[src/rtl/spi_cmd_pkg.sv]
// Shared encodings and sizes for the SPI command master.
// Frames are {cmd_type, payload}, shifted MSB first.
package spi_cmd_pkg;

  localparam int FRAME_BITS = 10;
  localparam int DATA_BITS  = 8;
  localparam int CNT_W      = 4;

  typedef enum logic [1:0] {
    CMD_WR_ADDR = 2'b00,
    CMD_WR_DATA = 2'b01,
    CMD_RD_ADDR = 2'b10,
    CMD_RD_DATA = 2'b11
  } cmd_e;

  typedef enum logic [2:0] {
    ST_IDLE,
    ST_START,
    ST_SHIFT,
    ST_TURN,
    ST_RECV,
    ST_GAP
  } state_e;

  function automatic logic [FRAME_BITS-1:0] make_frame(
    input cmd_e                 t,
    input logic [DATA_BITS-1:0] d
  );
    return {t, d};
  endfunction

endpackage

[src/rtl/spi_frame_shifter.sv]
// Parallel-load transmit shifter and serial-in receive shifter.
// rx_next exposes the byte as it will look after the next shift_in.
module spi_frame_shifter
  import spi_cmd_pkg::*;
(
  input  logic                  clk,
  input  logic                  rst_n,
  input  logic                  load,
  input  logic                  shift_out,
  input  logic                  shift_in,
  input  logic [FRAME_BITS-1:0] frame,
  input  logic                  miso,
  output logic                  mosi_bit,
  output logic [DATA_BITS-1:0]  rx_next
);

  logic [FRAME_BITS-1:0] tx_q, tx_d;
  logic [DATA_BITS-1:0]  rx_q, rx_d;

  always_comb begin
    tx_d = tx_q;
    rx_d = rx_q;
    if (load) begin
      tx_d = frame;
    end else if (shift_out) begin
      tx_d = {tx_q[FRAME_BITS-2:0], 1'b0};
    end
    if (shift_in) begin
      rx_d = rx_next;
    end
  end

  always_ff @(posedge clk) begin
    if (!rst_n) begin
      tx_q <= '0;
      rx_q <= '0;
    end else begin
      tx_q <= tx_d;
      rx_q <= rx_d;
    end
  end

  assign mosi_bit = tx_q[FRAME_BITS-1];
  assign rx_next  = {rx_q[DATA_BITS-2:0], miso};

endmodule

[src/rtl/spi_cmd_master.sv]
// Host-side SPI frame generator: START, 10-bit SHIFT, optional
// TURN/RECV for read-data, then a GAP with SS_n high.
module spi_cmd_master
  import spi_cmd_pkg::*;
#(
  parameter int unsigned TURNAROUND = 2,
  parameter int unsigned MIN_GAP    = 2
) (
  input  logic                 clk,
  input  logic                 rst_n,
  input  logic                 cmd_valid,
  output logic                 cmd_ready,
  input  logic [1:0]           cmd_type,
  input  logic [DATA_BITS-1:0] cmd_data,
  output logic                 rsp_valid,
  output logic [DATA_BITS-1:0] rsp_data,
  output logic                 busy,
  output logic                 MOSI,
  output logic                 SS_n,
  input  logic                 MISO
);

  localparam logic [CNT_W-1:0] SHIFT_LD = CNT_W'(FRAME_BITS - 1);
  localparam logic [CNT_W-1:0] TURN_LD  = CNT_W'(TURNAROUND - 1);
  localparam logic [CNT_W-1:0] RECV_LD  = CNT_W'(DATA_BITS - 1);
  localparam logic [CNT_W-1:0] GAP_LD   = CNT_W'(MIN_GAP - 1);

  state_e               state_q, state_d;
  logic [CNT_W-1:0]     cnt_q, cnt_d;
  logic                 rd_q, rd_d;
  logic                 rsp_valid_q, rsp_valid_d;
  logic [DATA_BITS-1:0] rsp_data_q, rsp_data_d;

  logic                  load;
  logic                  shift_out;
  logic                  shift_in;
  logic                  last;
  logic                  mosi_bit;
  logic [DATA_BITS-1:0]  rx_next;
  logic [FRAME_BITS-1:0] frame;

  assign last  = (cnt_q == '0);
  assign frame = make_frame(cmd_e'(cmd_type), cmd_data);

  always_comb begin
    state_d     = state_q;
    cnt_d       = last ? cnt_q : cnt_q - 1'b1;
    rd_d        = rd_q;
    rsp_valid_d = 1'b0;
    rsp_data_d  = rsp_data_q;
    load        = 1'b0;
    shift_out   = 1'b0;
    shift_in    = 1'b0;
    unique case (state_q)
      ST_IDLE: begin
        if (cmd_valid) begin
          state_d = ST_START;
          cnt_d   = '0;
          load    = 1'b1;
          rd_d    = (cmd_e'(cmd_type) == CMD_RD_DATA);
        end
      end
      ST_START: begin
        state_d = ST_SHIFT;
        cnt_d   = SHIFT_LD;
      end
      ST_SHIFT: begin
        shift_out = 1'b1;
        if (last) begin
          state_d = rd_q ? ST_TURN : ST_GAP;
          cnt_d   = rd_q ? TURN_LD : GAP_LD;
        end
      end
      ST_TURN: begin
        if (last) begin
          state_d = ST_RECV;
          cnt_d   = RECV_LD;
        end
      end
      ST_RECV: begin
        shift_in = 1'b1;
        // Final MISO bit is folded in on the same edge as the strobe.
        if (last) begin
          state_d     = ST_GAP;
          cnt_d       = GAP_LD;
          rsp_valid_d = 1'b1;
          rsp_data_d  = rx_next;
        end
      end
      ST_GAP: begin
        if (last) begin
          state_d = ST_IDLE;
          cnt_d   = '0;
        end
      end
      default: begin
        state_d = ST_IDLE;
        cnt_d   = '0;
      end
    endcase
  end

  always_ff @(posedge clk) begin
    if (!rst_n) begin
      state_q     <= ST_IDLE;
      cnt_q       <= '0;
      rd_q        <= 1'b0;
      rsp_valid_q <= 1'b0;
      rsp_data_q  <= '0;
    end else begin
      state_q     <= state_d;
      cnt_q       <= cnt_d;
      rd_q        <= rd_d;
      rsp_valid_q <= rsp_valid_d;
      rsp_data_q  <= rsp_data_d;
    end
  end

  spi_frame_shifter u_shifter (
    .clk       (clk),
    .rst_n     (rst_n),
    .load      (load),
    .shift_out (shift_out),
    .shift_in  (shift_in),
    .frame     (frame),
    .miso      (MISO),
    .mosi_bit  (mosi_bit),
    .rx_next   (rx_next)
  );

  assign cmd_ready = (state_q == ST_IDLE);
  assign busy      = (state_q != ST_IDLE);
  assign SS_n      = (state_q == ST_IDLE) || (state_q == ST_GAP);
  assign MOSI      = (state_q == ST_SHIFT) && mosi_bit;
  assign rsp_valid = rsp_valid_q;
  assign rsp_data  = rsp_data_q;

endmodule

[config.mk]
export PLATFORM = sky130hd
export DESIGN_NAME = spi_cmd_master
export DESIGN_NICKNAME = d
export VERILOG_FILES = /design/src/rtl/spi_cmd_pkg.sv /design/src/rtl/spi_frame_shifter.sv /design/src/rtl/spi_cmd_master.sv
export SDC_FILE = /design/constraint.sdc
export NUM_CORES = 1
export LEC_CHECK = 0
export BUFFER_PORTS_ARGS = -buffer_cell sky130_fd_sc_hd__buf_2
export CAP_MARGIN = 5
export CORE_MARGIN = 8
export CORE_UTILIZATION = 49
export DETAILED_ROUTE_END_ITERATION = 16
export GPL_TIMING_DRIVEN = 0
export HOLD_SLACK_MARGIN = 0.06
export PLACE_DENSITY_LB_ADDON = 0.1
export SETUP_SLACK_MARGIN = 0.15
export SYNTH_ARGS = -nofsm -noshare
export SYNTH_HDL_FRONTEND = slang
export SYNTH_SLANG_ARGS = --single-unit
[constraint.sdc]
create_clock -name clk -period 1.4 [get_ports clk]
set_input_delay 0.28 -clock clk [delete_from_list [all_inputs] [get_ports clk]]
set_output_delay 0.28 -clock clk [all_outputs]
set_load 0.02 [all_outputs]
==> results.json <==
{
  "status": "complete, but fails checks",
  "violations": "negative setup slack",
  "nNetsFinal": 259,
  "crit_arrival_ps": 1860,
  "grt_antenna_before_repair": 0,
  "max_slew_margin": 0.5031,
  "cts_buffers": 5,
  "ff2ff_path_depth": 8,
  "tns_ps": -2293,
  "finalCritPeriodShare": 1.133,
  "hp-class": "in2reg",
  "ioPinCount": 27,
  "dieArea_sq_um": 5246,
  "synthesis.nets": 197,
  "fmax_mhz": 630.3,
  "synth_most_common_cell": "dfxtp_1",
  "max_cap_viol_count": 0,
  "totalWireLength_um": 4761,
  "dr_total_vias": 1539,
  "insertedDiodeCount": 0,
  "setup_violations": 26,
  "p_leak_nw": 0.9287,
  "synth_seq_cells": 34,
  "synth_common_cells": "dfxtp_1 (34), nand2_1 (26), a21oi_1 (25)",
  "yosysSeqAreaShare": 0.4362,
  "dpl.hpwl_um": 2589,
  "synth_top_area_share": 0.4362,
  "initial_core_util": 0.5111,
  "rsz0062_at_grt": "yes",
  "hold_viol_final": 0,
  "drt-pass1-iter-count": 4,
  "syn_inst": 180,
  "die_h_um": 72.43,
  "drt-initial-drc-count": 88,
  "port-buffer-count": 26,
  "cp.required_ps": 1670,
  "core_sq_um": 3053,
  "grt_max_degree": 11,
  "clock-sinks": 34,
  "gp_congestion": 0.8668,
  "r2r_slack_ps": -190,
  "fillers": 200,
  "finalClockSkew_ps": 15.34,
  "worst_slack_ps": -186.5,
  "cp-startpoint": "cnt_q[0]",
  "slowest_delay_ps": 340,
  "hold_ws_ps": 185.5,
  "end_kind": "flop",
  "yosys.area.top_type": "dfxtp_1",
  "via_per_inst": 5.362,
  "cts-root-buf": "clkbuf_4",
  "p_per_area_nw_per_um2": 2297,
  "yosys_most_used_dff": "dfxtp_1",
  "drive_gt1_frac": 0.5144,
  "drtAntennaViolNets": 0,
  "worstSetupPathType": "reg2reg",
  "rr_endpoint": "cnt_q[0]",
  "timing.rr.start": "cnt_q[0]",
  "slew_viol_final": 0,
  "grt_use_total": 0.1541,
  "htreeDepth": 2,
  "ir_drop_mv": 1.514,
  "drc": 0,
  "grt-ovfl-total": 0,
  "period_needed_ps": 1587,
  "holdBufCountCts": 0,
  "critPathLaunchType": "flop",
  "ys_warn_count": 0,
  "ys_types": 32,
  "synth_area_leaders": "dfxtp_1 (44%), a21oi_1 (8.0%), mux2i_1 (6.4%)",
  "path_clk_slew_ps": 100,
  "clockBufferDepth": 2,
  "die_w_um": 72.43,
  "area_growth_pct": 53.73,
  "synth_area_per_cell_sq_um": 8.668,
  "grt_pass1_wl_um": 6451,
  "dp_cells": 250,
  "tightest_slew_ps": 745.3,
  "pre_cts_ws_ps": -211.6,
  "synth_edf_count": 0,
  "cts_tree": "yes",
  "avgRoutedWirePerCell_um": 16.59,
  "ys_async_sr_fraction": 0,
  "syn_area_sq_um": 1560,
  "final_cells": 287,
  "slowest_stage": "dfxtp_2",
  "path_cells": "inv_2 > ha_4 > nor3b_4 > inv_2 > ha_4 > o21ai_2 > nand3_1 > a21oi_1",
  "rows": 20,
  "insertion_delay_ps": 340,
  "grt_pass1_vias": 1426,
  "endpoint": "cnt_q[0]",
  "worstPathMaxFanout": 4
}
stage by stage:
stage	instance area [sq um]	power, mW	utilization
after detailed placement	1826	3.291	0.5980
after floorplan	1640	2.881	-
after global placement	1826	3.218	0.5980
final	2399	5.510	0.7857
after CTS	2146	4.692	0.7029
after global routing	2399	5.781	0.7857
critical path: cells and delay by family, from the launching register on:
kind,cells,cell delay (ps)
AO/OA/AOI/OAI,2,240
adder cells (fa/ha/maj),2,370
AND/OR/NAND/NOR,2,370
buffers and inverters,2,210
flip-flops,1,340
worst min path at each step:
stage	to	cells after the start	slack, ps	startpoint
2_1_floorplan	cnt_q[3]	1	400	rst_n
3_3_place_gp	rsp_data[3]	2	440	rsp_data[3]
3_5_place_dp	rsp_data[4]	2	450	rsp_data[4]
4_1_cts	u_shifter.rx_q[0]	3	190	MISO
5_1_grt	u_shifter.tx_q[0]	3	180	cmd_data[0]
6_report	u_shifter.tx_q[0]	3	190	cmd_data[0]
timing repair:
| item | 4_1_cts | 5_1_grt |
|---|---|---|
| cloned | 1 | 3 |
| resized for setup | 31 | 37 |
| pin swaps | 12 | 13 |
| buffers inserted | 18 | 7 |
| endpoints found under the setup margin | 37 | 38 |
| endpoints found under the hold margin | 0 | 0 |
layout by cell type (no fill, tap or decap), types with 2 or more instances in the layout:
| cell type | instances |
|---|---|
| a21oi_2 | 11 |
| and2_4 | 2 |
| nor2_1 | 15 |
| buf_8 | 5 |
| inv_1 | 4 |
| dfxtp_2 | 3 |
| dfxtp_1 | 29 |
| nand3b_1 | 2 |
| buf_4 | 22 |
| nor3b_4 | 2 |
| nand2_8 | 2 |
| o21ai_0 | 2 |
| nor3_1 | 3 |
| inv_2 | 3 |
| a21oi_1 | 13 |
| nand3_1 | 3 |
| dfxtp_4 | 2 |
| clkbuf_4 | 5 |
| a211oi_2 | 9 |
| clkbuf_1 | 4 |
| ha_4 | 2 |
| nand3_2 | 6 |
| nor3_4 | 2 |
| mux2i_1 | 10 |
| nand2_4 | 3 |
| nand2b_1 | 2 |
| buf_6 | 10 |
| nand2_1 | 24 |
| buf_2 | 22 |
final cells by class:
type	count	area, sq um	share of cell area
inverter	7	26.28	0.01095
timing repair buffer	53	397.9	0.1659
multi-input combinational	131	1066	0.4444
clock inverter	1	5.005	0.002087
buffer	10	101.3	0.04225
tap	44	55.05	0.02295
clock buffer	7	55.05	0.02295
sequential	34	691.9	0.2885
per-layer routing:
layer,track usage,vias to the layer above,routed length [um]
met4,0.07778,0,85
met1,0.1677,740,1879
li1,-,745,-
met5,0,-,0
met3,0.03994,11,220
met2,0.2688,43,2576
cell families after synthesis:
family | after synthesis | synth area share
simple gates | 71 | 0.2382
buf+inv | 17 | 0.06175
mux | 10 | 0.06416
compound gates | 43 | 0.1644
fa+ha+maj | 3 | 0.02406
xor+xnor | 2 | 0.01123
flops | 34 | 0.4362
flip-flops by register name (all words and copies together), names as in the netlist:
register	flops
u_shifter.tx_q	10
rsp_data	8
u_shifter.rx_q	7
cnt_q	4
state_q	3
rd_q	1
rsp_valid	1
where the power goes:
part           switching [mW]  internal, mW
logic                    1.81          1.80
registers               0.152          1.18
clock network           0.329         0.243
(Power assumes the default switching activity.)
